[config.mk]
export PLATFORM = sky130hd
export DESIGN_NAME = soc_bram_ctl_flat
export DESIGN_NICKNAME = d
export VERILOG_FILES = /design/src/rtl/soc_bram_ctl_if.sv /design/src/rtl/soc_bram_ctl.sv /design/src/flat_wrapper.sv
export SDC_FILE = /design/constraint.sdc
export NUM_CORES = 2
export LEC_CHECK = 0
export CORE_MARGIN = 2
export CORE_UTILIZATION = 51
export DETAILED_ROUTE_END_ITERATION = 6
export PLACE_DENSITY = 0.67
export SLEW_MARGIN = 20
export SYNTH_ARGS = -nofsm -noshare
export SYNTH_HDL_FRONTEND = slang
export SYNTH_SLANG_ARGS = --single-unit
[constraint.sdc]
create_clock -name clk -period 4.9 [get_ports clk]
set_input_delay 0.49 -clock clk [delete_from_list [all_inputs] [get_ports clk]]
set_output_delay 0.49 -clock clk [all_outputs]
set_load 0.05 [all_outputs]
[src/rtl/soc_bram_ctl_if.sv]
// Request/response bundle between an SoC bus master and soc_bram_ctl.
// Latency: none, wires only.
// Backpressure: none; the master holds valid and the controller answers with a one-cycle done pulse.
// Signals: addr (byte address), rw (1 = write), dwrite/dread (32-bit data), valid (request), done (completion).
interface soc_bram_ctl_if #(
  parameter int addr_width = 8
);
  logic [addr_width-1:0] addr;
  logic                  rw;
  logic [31:0]           dwrite;
  logic [31:0]           dread;
  logic                  valid;
  logic                  done;

  modport master (
    output addr, rw, dwrite, valid,
    input  dread, done
  );

  modport slave (
    input  addr, rw, dwrite, valid,
    output dread, done
  );
endinterface

[src/rtl/soc_bram_ctl.sv]
// Byte-addressed 32-bit little-endian BRAM controller built from four byte-wide banks.
// Latency: accept in IDLE, banks accessed in ACCESS, done pulses in DONE; one request every 3 cycles.
// Backpressure: requests are only sampled in IDLE, so valid is simply held until the controller returns there.
// Ports: clk, rstn (async active-low), bus (slave modport: addr, rw, dwrite, valid in; dread, done out).
module soc_bram_ctl #(
  parameter int addr_width = 8
) (
  input logic            clk,
  input logic            rstn,
  soc_bram_ctl_if.slave  bus
);

  localparam int row_w = addr_width - 2;
  localparam int depth = 1 << row_w;

  typedef enum logic [1:0] {
    IDLE   = 2'd0,
    ACCESS = 2'd1,
    DONE   = 2'd2
  } state_t;

  state_t state_q, state_nxt;
  logic   accept;
  logic   access;

  // Latched request; later bus changes cannot disturb an access in flight.
  logic [addr_width-1:0] addr_q;
  logic                  rw_q;
  logic [31:0]           wdat_q;

  logic [7:0]       bank_mem [4][depth];
  logic [row_w-1:0] bank_row [4];
  logic [7:0]       bank_wdat [4];

  // Bank output registers plus the offset used to rotate them into dread.
  // Only reads update them, so dread keeps the last read result across writes.
  logic [7:0] rd_q [4];
  logic [1:0] rd_off_q;

  // State register.
  always_ff @(posedge clk or negedge rstn) begin
    if (!rstn) begin
      state_q <= IDLE;
    end else begin
      state_q <= state_nxt;
    end
  end

  // Next state and strobes.
  always_comb begin
    state_nxt = state_q;
    accept    = 1'b0;
    access    = 1'b0;
    bus.done  = 1'b0;
    case (state_q)
      IDLE: begin
        if (bus.valid) begin
          accept    = 1'b1;
          state_nxt = ACCESS;
        end
      end
      ACCESS: begin
        access    = 1'b1;
        state_nxt = DONE;
      end
      DONE: begin
        bus.done  = 1'b1;
        state_nxt = IDLE;
      end
      default: state_nxt = IDLE;
    endcase
  end

  always_ff @(posedge clk or negedge rstn) begin
    if (!rstn) begin
      addr_q <= '0;
      rw_q   <= 1'b0;
      wdat_q <= '0;
    end else if (accept) begin
      addr_q <= bus.addr;
      rw_q   <= bus.rw;
      wdat_q <= bus.dwrite;
    end
  end

  // Banks below the start offset hold the bytes that spill into the next row.
  // Row addition wraps naturally at the top of memory.
  always_comb begin
    for (int i = 0; i < 4; i++) begin
      logic [1:0] sel;
      sel          = 2'(i) - addr_q[1:0];
      bank_row[i]  = addr_q[addr_width-1:2] + {{(row_w-1){1'b0}}, (2'(i) < addr_q[1:0])};
      bank_wdat[i] = wdat_q[{sel, 3'b000} +: 8];
    end
  end

  // Memory contents are deliberately not reset.
  always_ff @(posedge clk) begin
    if (access && rw_q) begin
      for (int i = 0; i < 4; i++) begin
        bank_mem[i][bank_row[i]] <= bank_wdat[i];
      end
    end
  end

  always_ff @(posedge clk or negedge rstn) begin
    if (!rstn) begin
      for (int i = 0; i < 4; i++) begin
        rd_q[i] <= '0;
      end
      rd_off_q <= '0;
    end else if (access && !rw_q) begin
      for (int i = 0; i < 4; i++) begin
        rd_q[i] <= bank_mem[i][bank_row[i]];
      end
      rd_off_q <= addr_q[1:0];
    end
  end

  // dread byte k is taken from bank (offset + k) mod 4.
  always_comb begin
    bus.dread = '0;
    for (int k = 0; k < 4; k++) begin
      bus.dread[8*k +: 8] = rd_q[2'(rd_off_q + 2'(k))];
    end
  end

endmodule

[src/flat_wrapper.sv]
// flat-port wrapper written by rule: the top's interface ports become plain ports
module soc_bram_ctl_flat 
#(
  parameter int addr_width = 8
)
  (clk, rstn, bus_addr, bus_rw, bus_dwrite, bus_valid, bus_dread, bus_done);
  soc_bram_ctl_if #(.addr_width(addr_width)) bus_i ();
  input logic clk;
  input logic rstn;
  input wire logic [$bits(bus_i.addr)-1:0] bus_addr;
  input wire logic [$bits(bus_i.rw)-1:0] bus_rw;
  input wire logic [$bits(bus_i.dwrite)-1:0] bus_dwrite;
  input wire logic [$bits(bus_i.valid)-1:0] bus_valid;
  output wire logic [$bits(bus_i.dread)-1:0] bus_dread;
  output wire logic [$bits(bus_i.done)-1:0] bus_done;
  assign bus_i.addr = bus_addr;
  assign bus_i.rw = bus_rw;
  assign bus_i.dwrite = bus_dwrite;
  assign bus_i.valid = bus_valid;
  assign bus_dread = bus_i.dread;
  assign bus_done = bus_i.done;
  soc_bram_ctl #(.addr_width(addr_width)) u_core (.clk(clk), .rstn(rstn), .bus(bus_i));
endmodule
# [Word-level counts from Yosys, hierarchy flattened]
# Memory sizes are Yosys's and may differ from the RTL's.
# Index checks and enable logic that the tools add are counted.
[totals] regBits=77 ram_bits=2048 out_inout_bits=33 memories=1
[memory_table] name="u_core.bank_mem" words=4 width=512 rd=4 rd_ports_with_merged_regs=0 wr=4 line_no="soc_bram_ctl.sv:31" text="logic [7:0] bank_mem [4][depth];"
[classes] n_addsub=11 n_lt_le_gt_ge=16 eq_ne=3 shift=4 muxes=43 bitwise_logic=8 n_reduce_logical=8
[ops] operator="two-way mux 512 bit" n=4
[ops] operator="binary-select mux 8 bit (select 6 bit)" n=4
[ops] operator="demux 8 bit (select 6 bit)" n=4
[ops] operator="two-way mux 8 bit" n=20
[ops] operator="indexed part select 32 x 6 -> 8 bit" n=4
[ops] operator="binary-select mux 8 bit (select 2 bit)" n=4
[ops] operator=">= comparator 7 bit, second input constant" n=4
[ops] operator="< comparator 7 x 1 -> 1 bit, second input constant" n=4
[ops] operator="NOT 6 -> 7 bit" n=4
[ops] operator="adder 6 x 1 -> 6 bit" n=4
[ops] operator=">= comparator 3 bit, second input constant" n=4
[ops] operator="NOT 2 -> 3 bit" n=4
[ops] operator="logical AND 1 bit" n=6
[ops] operator="two-way mux 1 bit" n=5
[ops] operator="adder 2 bit, second input constant" n=2
[ops] operator="< comparator 1 x 2 -> 1 bit, first input constant" n=2
[ops] operator="< comparator 2 bit, first input constant" n=2
[ops] operator="case mux 2 bit (2 select lines)" n=1
[ops] operator="subtractor 1 x 2 -> 2 bit, first input constant" n=2
[ops] operator="subtractor 2 bit, first input constant" n=2
[ops] operator="adder 2 x 1 -> 2 bit, second input constant" n=1
[ops] operator="equality test 2 x 1 -> 1 bit, second input constant" n=1
[ops] operator="equality test 2 bit, second input constant" n=1
[ops] operator="logical NOT 2 bit" n=1
[ops] operator="other kinds (3)" n=3

# [Depth between registers and ports, before layout]
[depth] depth_word=8 depth_mapped=16

# [Worst setup path before layout]
# No wires, ideal clock.
[synth_path] kind="register -> register" startpoint="reg u_core.addr_q[1]" endpoint="mem u_core.bank_mem[0][0] in the netlist's numbering (enable)" setup_time_ns=0.370 arrival_ns=3.425 required_ns=4.530 slack_ns=1.105 path_stages_with_launch=14 n_path_buf=7 period_less_slack_ns=3.795 path_cell_list="dfrtp_1 > clkbuf_1 > buf_1 > inv_1 > ha_1 > inv_1 > ha_1 > buf_2 > buf_2 > buf_2 > buf_2 > clkbuf_1 > nand3_1 > nor2_1"
[synth_lines] element="start: declaration" line_no="soc_bram_ctl.sv:27" text="logic [addr_width-1:0] addr_q;"
[synth_lines] element="start signal: assignment" line_no="soc_bram_ctl.sv:80" text="addr_q <= bus.addr;"
[synth_lines] element="end: declaration" line_no="soc_bram_ctl.sv:31"

==> metrics.txt <==
vias in the first global route=47800; Primary FF master, synth=edfxtp_1; Startpoint Class=flip-flop; Peak VDD IR=0.457 mV; failing checks=DRC; final hold vios=0; Final Critical Period=4.05 ns; nets=5352; endpoint class of the critical path=flip-flop; wire per inst=30.1 um; DRC viols=16; Sum Neg Setup Slack=0 ns; outcome=complete, but fails checks; io pins=77; RSZ-0062 raised after global routing=no; Synth top area share=0.722; CTS tree=yes; Layout Utilization=0.583; Bufs on Longest Clock Path=3; Sw Ratio=0.342; dpl hpwl=145000 um; grt total ovfl=0; clk_lat worst skew=0.86 ns; P_sw=19.5 mW; Max Clock Freq=0.247 GHz; first-pass GRT wire length=333000 um; Worst EP arrival=4.50 ns; top post-synthesis cells by area=edfxtp_1, mux4_2, mux2i_1; clock share of power=0.278; clk root buf=clkbuf_16; Crit Path Class=reg -> reg; H-tree levels=4; CTS clk-pin slew, worst paths=0.06 ns; sequential cell area=0.0634 sq mm; CP delay by family, top=simple AND/OR/NAND/NOR gates; Cell Area, Synth=0.0852 sq mm; Total GRT Usage=0.269; Iteration-0 DRC Markers=7030; sequential power share=0.421; chip height=413 um; period utilization=0.826; initial antenna violation count=6; largest net degree at the start of global routing=68; Yosys reg bits=2125; Area Overhead vs Synth=13.1%; PostCTS Resize Cnt=0; Yosys cell types=87; Pre-antenna DRT Iters=7; worst-path fanout max=43; Row Count=149; WL final=230000 um; Critical Path RT=5.36 ns; synthesized area per cell=16.8 sq um; critical path's slowest cell=xnor2_1; peak per-stage delay on the critical path=0.87 ns; Post-Syn Nets=5128; Comb pwr share=0.301; Starting Density=0.515; final setup fails=0; Synth Instances=5077; clk sinks=2125; Rel. slew slack=0.244; Worst-Margin Slew=1.13 ns; HP Class=in -> async; antenna-violating nets left=0; die area=0.170 sq mm; Die X-Extent=413 um; CTS Hold Bufs=1; # fillers=12200; number of synthesized flops with an enable pin=2048; GP Congestion=0.949; Max Cap Violations=0; PD cells=592 mW/mm^2; leak pwr=31.4 nW; cells along the critical path=and3_1 -> and3_4 -> xnor2_1 -> nand3_1 -> nor2_1; WP buf/inv=0; Int Pwr=37.5 mW; post-CTS setup buffer count=0; drt via density=6.49; Yosys warnings=0; multi-input logic area=0.0204 sq mm; Synth async-reset ratio=0.0362; vias=49800; clock skew=0.0352 ns; share of cells above drive strength 1=0.162; Num CTS Buffers=205; Slew Limit Fails=0; core area=0.165 sq mm; Yosys top cell by area=edfxtp_1; post-synthesis sequential area ratio=0.745; # port buffers=76
[metrics by stage]
stage	setup WS, ns	std cells	area, sq um	hold slack (ns)	power [mW]
after floorplan	1.10	5077	85200	0.194	34.3
after global placement	1.06	7282	89600	0.472	41.0
after detailed placement	0.951	7282	89600	0.502	41.3
after CTS	0.925	7659	96300	0.175	57.0
after global routing	0.603	7659	96300	0.228	58.7
final	0.854	7664	96400	0.203	57.0
[metal layers]
metal	up-vias	part of all wire	GRT usage
met5	-	0.000056	0
met4	2	0.034	0.0890
met3	455	0.11	0.0526
met2	3141	0.45	0.404
met1	25400	0.40	0.399
li1	20700	-	-
[final cells by class]
type | instances | share of cell area
antenna | 5 | 0.000130
clock inverter | 123 | 0.0138
clock buffer | 253 | 0.0563
sequential | 2125 | 0.658
tap | 2189 | 0.0284
multi-input combinational | 2617 | 0.211
inverter | 6 | 0.000234
timing repair buffer | 346 | 0.0315
[flip-flops by register name (all words and copies together) (netlist names)]
| name | flops |
|---|---|
| u_core.bank_mem | 2048 |
| u_core.state_q | 2 |
| u_core.rd_q | 32 |
| u_core.wdat_q | 32 |
| u_core.rd_off_q | 2 |
| u_core.rw_q | 1 |
| u_core.addr_q | 8 |
[logic make-up after synthesis]
| family | after synthesis | synth area share |
|---|---|---|
| AOI/OAI and AO/OA | 875 | 0.0706 |
| xor gates and xnor gates | 27 | 0.00375 |
| adders and majority gates | 7 | 0.00103 |
| buffers and inverters | 335 | 0.0193 |
| DFF | 2125 | 0.745 |
| muxes | 662 | 0.108 |
| and+or+nand+nor | 1046 | 0.0527 |
[placed cells by master, fill, tap and decap left out, types with 21 or more instances in the layout]
cell | synthesis | final
edfxtp_1 | 2048 | 2048
nand2_1 | 423 | 423
mux2i_1 | 398 | 397
nor2_1 | 370 | 370
buf_4 | 33 | 250
clkbuf_16 | 0 | 206
mux4_2 | 198 | 193
a21oi_1 | 180 | 180
o22ai_1 | 155 | 154
a22oi_1 | 123 | 122
o21ai_0 | 78 | 78
clkdlybuf4s50_1 | 0 | 75
nand3_1 | 72 | 72
dfrtp_1 | 77 | 70
a31oi_1 | 67 | 66
mux2_2 | 64 | 64
a221oi_1 | 62 | 62
nor4_1 | 45 | 45
clkinv_1 | 0 | 43
a22o_1 | 40 | 40
nor3_1 | 39 | 38
clkbuf_1 | 119 | 38
clkinv_2 | 0 | 34
o221ai_1 | 27 | 27
o211ai_1 | 24 | 24
bufinv_16 | 0 | 21
[cells in the mapped netlist (6+ instances only)]
| cell type | n |
|---|---|
| a21oi_1 | 180 |
| and2_1 | 7 |
| o2111ai_1 | 8 |
| a221oi_1 | 62 |
| xor2_1 | 9 |
| ha_1 | 7 |
| nand3_1 | 72 |
| o211ai_1 | 24 |
| a211oi_1 | 10 |
| a31oi_1 | 67 |
| buf_4 | 33 |
| nor2_1 | 370 |
| a2111oi_0 | 14 |
| o22a_1 | 8 |
| a22o_1 | 40 |
| o21ai_0 | 78 |
| nor3_1 | 39 |
| or3_1 | 6 |
| edfxtp_1 | 2048 |
| o221ai_1 | 27 |
| inv_1 | 6 |
| nor4_1 | 45 |
| and3_1 | 16 |
| nand2_1 | 423 |
| nor2b_1 | 15 |
| nand2b_1 | 7 |
| clkbuf_1 | 119 |
| dfrtp_1 | 77 |
| a311oi_1 | 7 |
| a22oi_1 | 123 |
| xnor2_1 | 10 |
| mux2_2 | 64 |
| nand4_1 | 19 |
| buf_1 | 35 |
| buf_6 | 13 |
| mux4_2 | 198 |
| mux2i_1 | 398 |
| o22ai_1 | 155 |
| buf_2 | 129 |
| a41oi_1 | 9 |
[power groups by stage]
stage	registers [mW]	logic, mW	clock network [mW]
2_1_floorplan	23.7	10.6	0
3_3_place_gp	24.4	16.7	0
3_5_place_dp	24.4	16.9	0
4_1_cts	24.0	17.0	16.0
5_1_grt	24.0	18.0	16.7
6_report	24.0	17.2	15.9
[final timing paths]
kind | startpoint | endpoint | slack [ns] | depth (start not counted)
max in group asynchronous | rstn | u_core.addr_q[4] | 3.36 | 3
worst min register to register | u_core.rd_off_q[1] | u_core.rd_off_q[1] | 0.52 | 2
min in group clk | bus_dwrite[31] | u_core.wdat_q[31] | 0.24 | 2
worst max register to register | u_core.addr_q[4] | u_core.bank_mem[1][402] | 0.85 | 5
worst min-delay path | rstn | u_core.rd_q[9] | 0.20 | 2
worst max-delay path | u_core.addr_q[4] | u_core.bank_mem[1][402] | 0.85 | 5
(Power assumes the default switching activity.)
